$ cat config.mk
export PLATFORM = sky130hd
export DESIGN_NAME = fetch_control_flat
export DESIGN_NICKNAME = d
export VERILOG_FILES = /design/src/rtl/cpu_pkg.sv /design/src/rtl/fetch_control_if.sv /design/src/rtl/instr_decode.sv /design/src/rtl/fetch_control.sv /design/src/flat_wrapper.sv
export SDC_FILE = /design/constraint.sdc
export NUM_CORES = 1
export LEC_CHECK = 0
export BUFFER_PORTS_ARGS = -buffer_cell sky130_fd_sc_hd__buf_2
export CORE_MARGIN = 3
export CORE_UTILIZATION = 51
export CTS_BUF_LIST = sky130_fd_sc_hd__clkbuf_4 sky130_fd_sc_hd__clkbuf_8 sky130_fd_sc_hd__clkbuf_16
export CTS_CLUSTER_DIAMETER = 100
export DETAILED_ROUTE_END_ITERATION = 6
export GPL_TIMING_DRIVEN = 1
export PLACE_DENSITY = 0.86
export SLEW_MARGIN = 40
export SYNTH_ARGS = -nofsm -noshare
export SYNTH_HDL_FRONTEND = slang
export SYNTH_SLANG_ARGS = --single-unit
$ cat constraint.sdc
create_clock -name clock -period 3.1 [get_ports clock]
set_clock_uncertainty 0.15 [all_clocks]
set_input_delay 0 -clock clock [delete_from_list [all_inputs] [get_ports clock]]
set_output_delay 0 -clock clock [all_outputs]
set_load 0.01 [all_outputs]
$ cat src/rtl/cpu_pkg.sv
// Shared definitions for the 8-bit CPU front end: opcodes, sequencer states,
// opcode classes and instruction field positions.
package cpu_pkg;

    localparam int OPCODE_W  = 4;
    localparam int ADDR_LSB  = 0;
    localparam int RETIRED_W = 16;

    localparam logic [OPCODE_W-1:0] OP_NOP  = 4'h0;
    localparam logic [OPCODE_W-1:0] OP_HALT = 4'hD;
    localparam logic [OPCODE_W-1:0] OP_JMP  = 4'hE;
    localparam logic [OPCODE_W-1:0] OP_JZ   = 4'hF;

    typedef enum logic [2:0] {
        ST_IDLE    = 3'd0,
        ST_FETCH   = 3'd1,
        ST_DECODE  = 3'd2,
        ST_ISSUE   = 3'd3,
        ST_ADVANCE = 3'd4,
        ST_HALT    = 3'd5
    } state_t;

    typedef enum logic [2:0] {
        CLS_NOP  = 3'd0,
        CLS_JMP  = 3'd1,
        CLS_JZ   = 3'd2,
        CLS_HALT = 3'd3,
        CLS_ALU  = 3'd4
    } op_class_t;

endpackage

$ cat src/rtl/fetch_control_if.sv
// Instruction-memory read port and execute-stage issue handshake of the fetch sequencer.
interface fetch_control_if #(
    parameter int WORD_WIDTH  = 8,
    parameter int INSTR_WIDTH = 16
);
    logic                   mem_req;
    logic [WORD_WIDTH-1:0]  mem_addr;
    logic                   mem_ready;
    logic [INSTR_WIDTH-1:0] mem_data;
    logic [INSTR_WIDTH-1:0] instr;
    logic                   instr_valid;
    logic                   exec_ready;

    modport master (
        output mem_req, mem_addr, instr, instr_valid,
        input  mem_ready, mem_data, exec_ready
    );

    modport slave (
        input  mem_req, mem_addr, instr, instr_valid,
        output mem_ready, mem_data, exec_ready
    );
endinterface

$ cat src/rtl/instr_decode.sv
// Combinational opcode classifier, shared by the fetch sequencer and the execute stage.
module instr_decode
    import cpu_pkg::*;
(
    input  logic [OPCODE_W-1:0] opcode,
    output op_class_t           op_class
);

    always_comb begin
        op_class = CLS_ALU;
        unique case (opcode)
            OP_NOP:  op_class = CLS_NOP;
            OP_JMP:  op_class = CLS_JMP;
            OP_JZ:   op_class = CLS_JZ;
            OP_HALT: op_class = CLS_HALT;
            default: op_class = CLS_ALU;
        endcase
    end

endmodule

$ cat src/rtl/fetch_control.sv
// Fetch/decode sequencer: reads the instruction at the current PC, steers the
// program counter for control-flow opcodes and issues everything else to execute.
module fetch_control
    import cpu_pkg::*;
#(
    parameter int WORD_WIDTH  = 8,
    parameter int INSTR_WIDTH = 16
) (
    input  logic                  clock,
    input  logic                  reset,
    fetch_control_if.master       bus,
    input  logic [WORD_WIDTH-1:0] pc,
    output logic                  pc_enable,
    output logic                  pc_jump,
    output logic                  pc_jz,
    output logic [WORD_WIDTH-1:0] jump_address,
    output logic                  halted,
    output logic [RETIRED_W-1:0]  retired
);

    state_t                   state_q, state_d;
    logic [INSTR_WIDTH-1:0]   ir_q, ir_d;
    logic                     jmp_flag_q, jmp_flag_d;
    logic                     jz_flag_q, jz_flag_d;
    logic [RETIRED_W-1:0]     retired_q, retired_d;
    logic                     mem_req_q, mem_req_d;
    logic                     instr_valid_q, instr_valid_d;
    logic                     pc_enable_q, pc_enable_d;
    logic                     pc_jump_q, pc_jump_d;
    logic                     pc_jz_q, pc_jz_d;
    logic [WORD_WIDTH-1:0]    jump_address_q, jump_address_d;
    logic                     halted_q, halted_d;
    op_class_t                op_class;

    function automatic logic [RETIRED_W-1:0] sat_inc(input logic [RETIRED_W-1:0] v);
        return (v == {RETIRED_W{1'b1}}) ? v : v + 1'b1;
    endfunction

    instr_decode u_decode (
        .opcode   (ir_q[INSTR_WIDTH-1 -: OPCODE_W]),
        .op_class (op_class)
    );

    always_comb begin
        state_d    = state_q;
        ir_d       = ir_q;
        jmp_flag_d = jmp_flag_q;
        jz_flag_d  = jz_flag_q;
        retired_d  = retired_q;

        unique case (state_q)
            ST_IDLE: state_d = ST_FETCH;
            ST_FETCH: begin
                if (bus.mem_ready) begin
                    ir_d    = bus.mem_data;
                    state_d = ST_DECODE;
                end
            end
            ST_DECODE: begin
                unique case (op_class)
                    CLS_NOP:  state_d = ST_ADVANCE;
                    CLS_JMP: begin
                        jmp_flag_d = 1'b1;
                        state_d    = ST_ADVANCE;
                    end
                    CLS_JZ: begin
                        jz_flag_d = 1'b1;
                        state_d   = ST_ADVANCE;
                    end
                    CLS_HALT: state_d = ST_HALT;
                    default:  state_d = ST_ISSUE;
                endcase
            end
            ST_ISSUE: begin
                if (bus.exec_ready) state_d = ST_ADVANCE;
            end
            ST_ADVANCE: begin
                retired_d  = sat_inc(retired_q);
                jmp_flag_d = 1'b0;
                jz_flag_d  = 1'b0;
                state_d    = ST_FETCH;
            end
            ST_HALT: state_d = ST_HALT;
            default: state_d = ST_IDLE;
        endcase

        // Outputs are registered against the state being entered, so each one is a flop.
        mem_req_d      = (state_d == ST_FETCH);
        instr_valid_d  = (state_d == ST_ISSUE);
        pc_enable_d    = (state_d == ST_ADVANCE);
        pc_jump_d      = (state_d == ST_ADVANCE) && jmp_flag_d;
        pc_jz_d        = (state_d == ST_ADVANCE) && jz_flag_d;
        jump_address_d = (state_d == ST_ADVANCE) ? ir_d[ADDR_LSB +: WORD_WIDTH] : '0;
        halted_d       = (state_d == ST_HALT);
    end

    always_ff @(posedge clock) begin
        if (reset) begin
            state_q        <= ST_IDLE;
            ir_q           <= '0;
            jmp_flag_q     <= 1'b0;
            jz_flag_q      <= 1'b0;
            retired_q      <= '0;
            mem_req_q      <= 1'b0;
            instr_valid_q  <= 1'b0;
            pc_enable_q    <= 1'b0;
            pc_jump_q      <= 1'b0;
            pc_jz_q        <= 1'b0;
            jump_address_q <= '0;
            halted_q       <= 1'b0;
        end else begin
            state_q        <= state_d;
            ir_q           <= ir_d;
            jmp_flag_q     <= jmp_flag_d;
            jz_flag_q      <= jz_flag_d;
            retired_q      <= retired_d;
            mem_req_q      <= mem_req_d;
            instr_valid_q  <= instr_valid_d;
            pc_enable_q    <= pc_enable_d;
            pc_jump_q      <= pc_jump_d;
            pc_jz_q        <= pc_jz_d;
            jump_address_q <= jump_address_d;
            halted_q       <= halted_d;
        end
    end

    // pc is itself the program counter's register; it is only gated onto the
    // address bus so that FETCH sees the value written on the edge ending ADVANCE.
    assign bus.mem_req     = mem_req_q;
    assign bus.mem_addr    = mem_req_q ? pc : '0;
    assign bus.instr       = ir_q;
    assign bus.instr_valid = instr_valid_q;
    assign pc_enable       = pc_enable_q;
    assign pc_jump         = pc_jump_q;
    assign pc_jz           = pc_jz_q;
    assign jump_address    = jump_address_q;
    assign halted          = halted_q;
    assign retired         = retired_q;

endmodule

$ cat src/flat_wrapper.sv
// flat-port wrapper written by rule: the top's interface ports become plain ports
module fetch_control_flat import cpu_pkg::*;
#(
    parameter int WORD_WIDTH  = 8,
    parameter int INSTR_WIDTH = 16
)
  (clock, reset, pc, pc_enable, pc_jump, pc_jz, jump_address, halted, retired, bus_mem_req, bus_mem_addr, bus_instr, bus_instr_valid, bus_mem_ready, bus_mem_data, bus_exec_ready);
  fetch_control_if #(.WORD_WIDTH(WORD_WIDTH), .INSTR_WIDTH(INSTR_WIDTH)) bus_i ();
  input  logic clock;
  input  logic reset;
  input  logic [WORD_WIDTH-1:0] pc;
  output logic pc_enable;
  output logic pc_jump;
  output logic pc_jz;
  output logic [WORD_WIDTH-1:0] jump_address;
  output logic halted;
  output logic [RETIRED_W-1:0] retired;
  output wire logic [$bits(bus_i.mem_req)-1:0] bus_mem_req;
  output wire logic [$bits(bus_i.mem_addr)-1:0] bus_mem_addr;
  output wire logic [$bits(bus_i.instr)-1:0] bus_instr;
  output wire logic [$bits(bus_i.instr_valid)-1:0] bus_instr_valid;
  input wire logic [$bits(bus_i.mem_ready)-1:0] bus_mem_ready;
  input wire logic [$bits(bus_i.mem_data)-1:0] bus_mem_data;
  input wire logic [$bits(bus_i.exec_ready)-1:0] bus_exec_ready;
  assign bus_mem_req = bus_i.mem_req;
  assign bus_mem_addr = bus_i.mem_addr;
  assign bus_instr = bus_i.instr;
  assign bus_instr_valid = bus_i.instr_valid;
  assign bus_i.mem_ready = bus_mem_ready;
  assign bus_i.mem_data = bus_mem_data;
  assign bus_i.exec_ready = bus_exec_ready;
  fetch_control #(.WORD_WIDTH(WORD_WIDTH), .INSTR_WIDTH(INSTR_WIDTH)) u_core (.clock(clock), .reset(reset), .bus(bus_i), .pc(pc), .pc_enable(pc_enable), .pc_jump(pc_jump), .pc_jz(pc_jz), .jump_address(jump_address), .halted(halted), .retired(retired));
endmodule
==> impl_metrics.csv <==
group,metric,value,unit
drt,viasPerCell,5.37,
logic_synthesis,synth-edff-count,0,
layout,fin_nets,360,
logic_synthesis,synth_top_area_cell,"dfxtp_1",
floorplanning,initial_utilization,0.552,
drt,route.detailed.drc,0,
placement,hpwl,3330,µm
power_and_ir_drop,peakVddDrop,332,µV
clock_network,htree_levels,2,
logic_synthesis,yosysSeqAreaShare,0.487,
drt,dr_total_vias,2042,
grt,grt_pass1_wl,8520,µm
logic_synthesis,yosys_warnings,0,
worst_setup_path,critical_path_class,"flop to flop",
logic_synthesis,syn-num-nets,266,
job,maxCapViolCount,0,
sta,min_period,2.08,ns
grt,antenna_found_initial,0,
drt,drtPass1Iterations,4,
drt,drt_iter0_drc,102,
sta,setup-tns-final,0,ns
sta,max_slew_margin,0.506,
placement,port_buffers,81,
drt,ant_nets,0,
clock_network,post_cts_buffers,0,
layout,num_antenna_cells,0,
worst_setup_path,cp-start-kind,"flop",
sta,period_share,0.673,
worst_setup_path,r2r_start,"u_core.state_q[2]$_SDFF_PP0_",
hold_path,holdPathStages,4,
floorplanning,die_w,70.1,µm
clock_network,cts_tree,"yes",
floorplanning,row_count,22,
hold_path,holdPathEnd,"u_core.bus.instr_valid$_SDFF_PP0_",
logic_synthesis,synthTopCellsByCount,"dfxtp_1 (51), nand2_1 (36), a21oi_1 (30)",
logic_synthesis,synth_area_per_cell,8.84,µm²
hold_path,hold_class,"primary input to flop",
sta,fin_ws,1.02,ns
drt,routed_wl,5010,µm
worst_setup_path,rrSetupSlack,1.02,ns
sta,maxSlewViolCount,0,
floorplanning,die_h,70.1,µm
worst_setup_path,crit_fanout,9,
worst_setup_path,reg2reg_to,"u_core.retired[14]$_SDFFE_PP0P_",
layout,fillers,282,
clock_network,cts_resized,0,
grt,grt_max_degree,42,
grt,grt_usage,0.210,
layout,area_growth,33.0,%
logic_synthesis,synth_top_area_frac,0.487,
worst_setup_path,endpoint_kind,"flop",
sta,finalSetupViolCount,0,
logic_synthesis,syn_area,2100,µm²
logic_synthesis,ys.flop_type,"dfxtp_1",
sta,tightest_slew,0.741,ns
floorplanning,dieArea,4910,µm²
grt,grt_overflow_total,0,
power_and_ir_drop,leakagePower,1.23,nW
placement,gp_congestion,0.789,
clock_network,clock_latency,0.30,ns
logic_synthesis,synth-async-reset-ratio,0,
clock_network,clockBufferDepth,2,
clock_network,root_buffer,"clkbuf_8",
drt,wl_per_cell,13.2,µm
worst_setup_path,required,3.14,ns
layout,drive_gt1_frac,0.295,
sta,hold_violations,0,
floorplanning,io_pins,82,
clock_network,cts_made_buffers,5,
floorplanning,core_area,3800,µm²
hold_path,worstHoldStart,"bus_exec_ready",
status,status,"completed",
worst_setup_path,r2r_cells,4,
logic_synthesis,ys_ff_latch,51,
logic_synthesis,synth_cell_types,39,
logic_synthesis,synth.area.top_cells,"dfxtp_1 (49%), a21oi_1 (7.2%), nand2_1 (6.4%)",
clock_network,clkTransAtPathRegs,0.09,ns
worst_setup_path,arrival,2.13,ns
clock_network,clkSinkCount,51,
placement,place_ws,1.02,ns
sta,rsz0062_at_grt,"no",
logic_synthesis,syn_inst,237,
clock_network,hold_buffers,16,
grt,grt_pass1_vias,1940,
logic_synthesis,post-synth-top-count-cell,"dfxtp_1",
power_and_ir_drop,p_per_area,444,nW/µm²
sta,max_freq,0.480,GHz
layout by cell type (no fill, tap or decap), types with 6 or more instances in the layout:
master / Yosys / routed
a21oi_1: 30 / 30
and2_1: 19 / 19
buf_2: 1 / 81
clkbuf_8: 0 / 7
dfxtp_1: 51 / 51
dlygate4sd3_1: 0 / 16
nand2_1: 36 / 36
nand3_1: 6 / 6
nand4_1: 7 / 7
nor2b_1: 6 / 6
o21ai_0: 8 / 8
o31ai_1: 8 / 8
or3_1: 7 / 7
worst max path at each step:
stage | from | endpoint | slack (ns) | depth (start not counted)
2_1_floorplan | u_core.retired[0]$_SDFFE_PP0P_ | u_core.retired[3]$_SDFFE_PP0P_ | 1.21 | 6
3_3_place_gp | u_core.state_q[2]$_SDFF_PP0_ | u_core.retired[14]$_SDFFE_PP0P_ | 1.07 | 4
3_5_place_dp | u_core.state_q[2]$_SDFF_PP0_ | u_core.retired[14]$_SDFFE_PP0P_ | 1.02 | 4
4_1_cts | u_core.state_q[2]$_SDFF_PP0_ | u_core.retired[14]$_SDFFE_PP0P_ | 1.00 | 4
5_1_grt | u_core.state_q[2]$_SDFF_PP0_ | u_core.retired[14]$_SDFFE_PP0P_ | 0.78 | 4
6_report | u_core.state_q[2]$_SDFF_PP0_ | u_core.retired[14]$_SDFFE_PP0P_ | 1.02 | 4
worst max-delay path, stage by stage (launching register included):
cell	delay, ns
dfxtp_1	0.44
nor3b_4	0.41
nand3_1	0.28
nor4b_1	0.33
mux2_2	0.37
flip-flops by register name, summed over array words and instances (netlist names):
signal,flops
u_core.bus.instr,16
u_core.retired,16
u_core.jump_address,8
u_core.state_q,3
u_core.bus.instr_valid,1
u_core.bus.mem_req,1
u_core.halted,1
u_core.jmp_flag_q,1
u_core.jz_flag_q,1
u_core.pc_enable,1
u_core.pc_jump,1
u_core.pc_jz,1
through the flow:
stage / hold slack (ns) / std cells / utilization / power (mW) / cell area (µm²)
after floorplan: -0.0140 / 237 / - / 0.777 / 2100
after global placement: 0.0899 / 356 / 0.664 / 0.824 / 2520
after detailed placement: 0.0966 / 356 / 0.664 / 0.827 / 2520
after CTS: 0.0371 / 380 / 0.734 / 1.24 / 2790
after global routing: 0.0687 / 380 / 0.734 / 1.29 / 2790
final: 0.0367 / 380 / 0.734 / 1.24 / 2790
cell families (layout without fill, tap and decap cells):
| logic type | count (synthesis) | in the layout | synth area share |
|---|---|---|---|
| simple gates | 113 | 113 | 0.306 |
| compound gates | 53 | 53 | 0.149 |
| flops | 51 | 51 | 0.487 |
| buf+inv | 15 | 110 | 0.0310 |
| mux | 4 | 4 | 0.0209 |
| fa+ha+maj | 1 | 1 | 0.00597 |
routing by layer:
metal  routed length (µm)  share of wire  track usage  up-vias
met3                  384          0.077       0.0734        7
li1                     -              -            -     1025
met2                 2450           0.49        0.364       60
met1                 2120           0.42        0.244      950
met5                    0              0            0        -
met4                   46         0.0092       0.0617        0
area by class of cell:
cell class / count / area [µm²] / share of cell area
clock buffers: 7 / 96.3 / 0.0346
clock inverters: 1 / 7.51 / 0.00269
inverters: 3 / 11.3 / 0.00404
multi-input cells: 171 / 1010 / 0.362
flip-flops and latches: 51 / 1020 / 0.366
well taps: 48 / 60.1 / 0.0216
repair buffers: 99 / 581 / 0.208
power by group:
| part | leakage (nW) | switching [mW] | total [mW] | internal (mW) |
|---|---|---|---|---|
| Clock | 0.0505 | 0.207 | 0.410 | 0.203 |
| Combinational | 0.766 | 0.0703 | 0.137 | 0.0664 |
| Sequential | 0.413 | 0.0185 | 0.691 | 0.673 |
| Total | 1.23 | 0.295 | 1.24 | 0.942 |
No activity file was read; power rests on OpenSTA's default activity.
